$ cat config.mk
export PLATFORM = sky130hd
export DESIGN_NAME = hps_cfg_decoder
export DESIGN_NICKNAME = d
export VERILOG_FILES = /design/src/rtl/hps_cfg_decoder.sv
export SDC_FILE = /design/constraint.sdc
export NUM_CORES = 1
export LEC_CHECK = 0
export BUFFER_PORTS_ARGS = -buffer_cell sky130_fd_sc_hd__buf_2
export CORE_MARGIN = 5
export CORE_UTILIZATION = 55
export DETAILED_ROUTE_END_ITERATION = 6
export GPL_ROUTABILITY_DRIVEN = 0
export GPL_TIMING_DRIVEN = 1
export PLACE_DENSITY_LB_ADDON = 0.1
export SLEW_MARGIN = 10
export SYNTH_ARGS = -nofsm -noshare
export SYNTH_HDL_FRONTEND = slang
export SYNTH_SLANG_ARGS = --single-unit
$ cat constraint.sdc
create_clock -name clk_sys -period 3 [get_ports clk_sys]
set_input_delay 0.6 -clock clk_sys [delete_from_list [all_inputs] [get_ports clk_sys]]
set_output_delay 0.6 -clock clk_sys [all_outputs]
set_load 0.01 [all_outputs]
$ cat src/rtl/hps_cfg_decoder.sv
// hps_cfg_decoder: decodes HPS user-I/O transactions into NUM_WORDS
// 16-bit configuration words.
//
// Parameters
//   CMD_ID     command byte that selects this decoder
//   NUM_WORDS  number of 16-bit config words held (1..16)
//
// Ports
//   clk_sys     in   sole clock, rising edge
//   reset       in   synchronous active-high reset
//   io_uio      in   transaction enable, high for one whole transaction
//   io_strobe   in   data strobe, each 0->1 transition carries one word
//   io_din      in   16-bit data word, sampled on the strobe edge
//   cfg         out  config words, word k at [16k+15:16k]
//   cfg_ready   out  sticky, high once any config word has taken effect
//   cfg_update  out  one-cycle pulse whenever cfg changes
//   cmd_ovf     out  extra words arrived in the current/last transaction
//
// Build option
//   CFG_SHADOW_EN  defined: words collect in a shadow copy and are
//                  committed to cfg as a set when the transaction ends.
//                  undefined: each word lands in cfg as it arrives.
module hps_cfg_decoder #(
    parameter logic [7:0] CMD_ID    = 8'h01,
    parameter int         NUM_WORDS = 4
) (
    input  logic                   clk_sys,
    input  logic                   reset,
    input  logic                   io_uio,
    input  logic                   io_strobe,
    input  logic [15:0]            io_din,
    output logic [NUM_WORDS*16-1:0] cfg,
    output logic                   cfg_ready,
    output logic                   cfg_update,
    output logic                   cmd_ovf
);

    localparam int IW = 5;
    localparam logic [IW-1:0] LAST  = IW'(NUM_WORDS - 1);
    localparam logic [IW-1:0] LIMIT = IW'(NUM_WORDS);

    typedef enum logic [2:0] {
        SYNC,
        IDLE,
        CMD,
        DATA,
        SKIP
    } state_t;

    state_t        state;
    state_t        state_nxt;
    logic          strobe_q;
    logic          stb_edge;
    logic [IW-1:0] index;
    logic          limit_hit;

    logic          start;
    logic          wr;
    logic          ovf_set;
    logic          leave;

    assign stb_edge = io_strobe & ~strobe_q;

    // index parks at NUM_WORDS once the last word is taken, so reaching
    // it tells SKIP whether it came from a full DATA phase or a foreign
    // command.
    assign limit_hit = (index == LIMIT);

    always_ff @(posedge clk_sys) begin
        if (reset) begin
            state <= SYNC;
        end else begin
            state <= state_nxt;
        end
    end

    always_comb begin
        state_nxt = state;
        start     = 1'b0;
        wr        = 1'b0;
        ovf_set   = 1'b0;
        leave     = 1'b0;
        unique case (state)
            SYNC: begin
                // wait out any transaction already running at reset
                if (!io_uio) begin
                    state_nxt = IDLE;
                end
            end
            IDLE: begin
                if (io_uio) begin
                    state_nxt = CMD;
                    start     = 1'b1;
                end
            end
            CMD: begin
                if (!io_uio) begin
                    state_nxt = IDLE;
                end else if (stb_edge) begin
                    state_nxt = (io_din[7:0] == CMD_ID) ? DATA : SKIP;
                end
            end
            DATA: begin
                // uio low wins over a coincident strobe edge
                if (!io_uio) begin
                    state_nxt = IDLE;
                    leave     = 1'b1;
                end else if (stb_edge) begin
                    wr = 1'b1;
                    if (index == LAST) begin
                        state_nxt = SKIP;
                    end
                end
            end
            SKIP: begin
                if (!io_uio) begin
                    state_nxt = IDLE;
                    leave     = 1'b1;
                end else if (stb_edge && limit_hit) begin
                    ovf_set = 1'b1;
                end
            end
            default: begin
                state_nxt = SYNC;
            end
        endcase
    end

`ifdef CFG_SHADOW_EN
    logic [NUM_WORDS*16-1:0] shadow;
    logic                    dirty;
`endif

    always_ff @(posedge clk_sys) begin
        if (reset) begin
            strobe_q   <= 1'b0;
            index      <= '0;
            cmd_ovf    <= 1'b0;
            cfg        <= '0;
            cfg_ready  <= 1'b0;
            cfg_update <= 1'b0;
`ifdef CFG_SHADOW_EN
            shadow     <= '0;
            dirty      <= 1'b0;
`endif
        end else begin
            strobe_q   <= io_strobe;
            cfg_update <= 1'b0;
            if (start) begin
                index   <= '0;
                cmd_ovf <= 1'b0;
            end
            if (ovf_set) begin
                cmd_ovf <= 1'b1;
            end
            if (wr) begin
                index <= index + 1'b1;
            end
`ifdef CFG_SHADOW_EN
            // shadow starts from the live set so untouched words persist
            if (start) begin
                shadow <= cfg;
                dirty  <= 1'b0;
            end
            for (int k = 0; k < NUM_WORDS; k++) begin
                if (wr && index == IW'(k)) begin
                    shadow[k*16 +: 16] <= io_din;
                end
            end
            if (wr) begin
                dirty <= 1'b1;
            end
            if (leave) begin
                dirty <= 1'b0;
                if (dirty) begin
                    cfg        <= shadow;
                    cfg_update <= 1'b1;
                    cfg_ready  <= 1'b1;
                end
            end
`else
            for (int k = 0; k < NUM_WORDS; k++) begin
                if (wr && index == IW'(k)) begin
                    cfg[k*16 +: 16] <= io_din;
                end
            end
            if (wr) begin
                cfg_update <= 1'b1;
                cfg_ready  <= 1'b1;
            end
`endif
        end
    end

endmodule

==> flow_metrics.py <==
metrics = {
    "timing": {
        "rsz0062_at_grt": "no",
        "period_share_pct": 69.0,
        "fin_setup_tns_ps": 0,
        "drv_slew": 0,
        "max_freq_mhz": 483,
        "hold_violations": 0,
        "tightest_slew_ps": 655,
        "max_slew_margin_pct": 56.4,
        "period_minus_slack_ps": 2070,
        "finalSetupViolCount": 0,
        "fin_skew_ps": 13.1,
    },
    "route": {
        "wl_per_cell_um": 14.8,
        "drc": 0,
        "vias": 2538,
        "routed_wl_mm": 7.06,
        "wirelength_met1_mm": 3.17,
        "first_pass_iters": 4,
        "viasPerCell": 5.32,
        "wl_met3_um": 562,
        "final_antenna_net_count": 0,
        "drtIter0Drc": 170,
        "wl_met2_mm": 3.24,
        "top_layer_used": "met4",
    },
    "min_path": {
        "hold_start": "cfg[2]",
        "hp-class": "reg -> reg",
    },
    "placed_design": {
        "placed_cell_area_mm2": 0.00350,
        "hpwlAfterDp_mm": 4.95,
        "io_buffers": 86,
        "placed_cells_incl_taps": 461,
    },
    "clock_network": {
        "cts_setup_buffers": 0,
        "post_cts_resized": 0,
        "clockRootBuffer": "clkbuf_8",
        "cts_tree": "built",
        "holdBufCountCts": 0,
        "cts_buffers": 9,
        "cts_buffer_depth": 2,
        "insertion_delay_ps": 350,
        "clkTransAtPathRegs_ps": 80,
        "cts-htree-levels": 3,
        "cts_sinks": 76,
    },
    "cells_and_area": {
        "layoutNonFillerInstCount": 477,
        "fin_nets": 424,
        "drive_gt1_share_pct": 27.4,
        "areaGrowthSynthToFinish_pct": 21.5,
        "diodes": 0,
        "final_area_mm2": 0.00371,
    },
    "global_route": {
        "grtUsageTotal_pct": 20.2,
        "overflow": 0,
        "grt_pass1_wl_mm": 11.4,
        "antenna_found_initial": 0,
        "grt_pass1_vias": 2380,
        "grt_max_degree": 43,
    },
    "power_and_ir_drop": {
        "leakage_nw": 1.84,
        "p_per_area_mw_per_mm2": 515,
        "ir_drop_uv": 507,
    },
    "worst_setup_path": {
        "r2r_start": "index[0]",
        "critPathRequiredTime_ps": 3280,
        "cp-end-kind": "flip-flop",
        "slowest_stage": "nor4b_4",
        "slowest_delay_ps": 450,
        "crit_chain": "inv_1 -> ha_1 -> nor3b_1 -> nor4b_4 -> buf_4 -> nand2_1 -> a21oi_1",
        "crit_type": "reg -> reg",
        "crit_fanout": 12,
        "startpoint": "index[0]",
        "startpoint_type": "flip-flop",
        "worstPathArrival_ps": 2350,
    },
    "synth": {
        "async_flop_share_pct": 0,
        "synth_top_flop_cell": "dfxtp_1",
        "yosysWarnings": 0,
        "avgSynthCellArea_um2": 9.59,
        "syn-cell-area_mm2": 0.00305,
        "syn-instance-count": 318,
        "synth_edf_count": 0,
        "synth_cell_types": 39,
        "synth_nets": 342,
        "synth.ff_latch_count": 76,
        "ys_seq_area_share_pct": 49.9,
    },
    "floorplan": {
        "start_util_pct": 56.1,
        "die_w_um": 84.5,
        "die_area_mm2": 0.00714,
        "rows": 27,
        "core_mm2": 0.00544,
        "io_pins": 87,
        "die_y_um": 84.5,
    },
    "job": {
        "cap_violations": 0,
    },
    "status": {
        "status": "completed",
    },
}
metal layers:
metal	track usage (%)	vias up
li1	-	1256
met1	25.9	1193
met2	30.7	80
met3	9.03	9
met4	6.33	0
met5	0	-
power breakdown:
group | internal (mW) | switching [mW]
clock network | 0.413 | 0.383
logic | 0.0312 | 0.0598
registers | 1.01 | 0.00983
layout make-up:
class	instances	area (um2)
inverters	3	11.3
repair buffers	91	480
clock inverters	6	68.8
fillers	449	1730
clock buffers	10	138
flip-flops and latches	76	1520
well taps	72	90.1
multi-input cells	219	1400
logic make-up (layout without fill, tap and decap cells):
logic type,Yosys count,in the layout,share of synthesized area (%)
buffers and inverters,23,110,4.35
and+or+nand+nor,130,130,21.1
DFF,76,76,49.9
AOI/OAI and AO/OA,37,37,7.26
adders and majority gates,4,4,1.64
muxes,48,48,15.8
worst paths after layout:
path | endpoint | cells after the start | slack (ps)
min | cfg[2] | 2 | 450
min reg2reg | cfg[2] | 2 | 450
max | cfg[13] | 7 | 930
max reg2reg | cfg[13] | 7 | 930
cells in the mapped netlist (2+ instances only):
library cell / instances / area, um2
a211oi_1: 3 / 22.5
a21oi_1: 24 / 120
and4_1: 2 / 17.5
and4b_1: 3 / 30.0
buf_2: 3 / 15.0
buf_4: 3 / 22.5
buf_6: 2 / 22.5
clkbuf_1: 10 / 37.5
dfxtp_1: 76 / 1520
ha_1: 4 / 50.1
inv_1: 3 / 11.3
mux2i_1: 48 / 480
nand2_1: 37 / 139
nand3_1: 5 / 25.0
nand4_4: 2 / 42.5
nand4b_1: 2 / 17.5
nor2_1: 61 / 229
nor2b_1: 2 / 12.5
nor3_1: 5 / 25.0
nor3b_1: 3 / 22.5
o21ai_0: 2 / 10.0
stage by stage:
step	hold slack, ps	worst slack, ps	utilization (%)	power [mW]
floorplan	476	1240	-	1.10
global placement	437	786	64.3	1.14
detailed placement	441	740	64.3	1.14
CTS	453	920	68.1	1.92
global route	471	786	68.1	1.99
finish	449	931	68.1	1.91
sequential cells by signal, indices dropped and copies added (netlist names):
register,cells
cfg_update,1
state,3
cmd_ovf,1
strobe_q,1
cfg,64
index,5
cfg_ready,1
layout by cell type, fill, tap and decap left out, types with 3 or more instances in the layout:
cell	n
ha_1	4
dfxtp_1	76
clkbuf_8	10
a21oi_1	24
mux2i_1	48
a211oi_1	3
buf_4	4
nand2_1	37
nand3_1	5
buf_2	86
nor3_1	5
and4b_1	3
nor2_1	61
inv_1	3
nor3b_1	3
worst max-delay path, delay by kind of cell, from the launching register on:
family,cells,cell delay (ps)
flip-flops,1,370
buffers and inverters,2,390
AND/OR/NAND/NOR,3,970
adder cells (fa/ha/maj),1,150
AO/OA/AOI/OAI,1,140
Power figures use the tool's default switching activity.
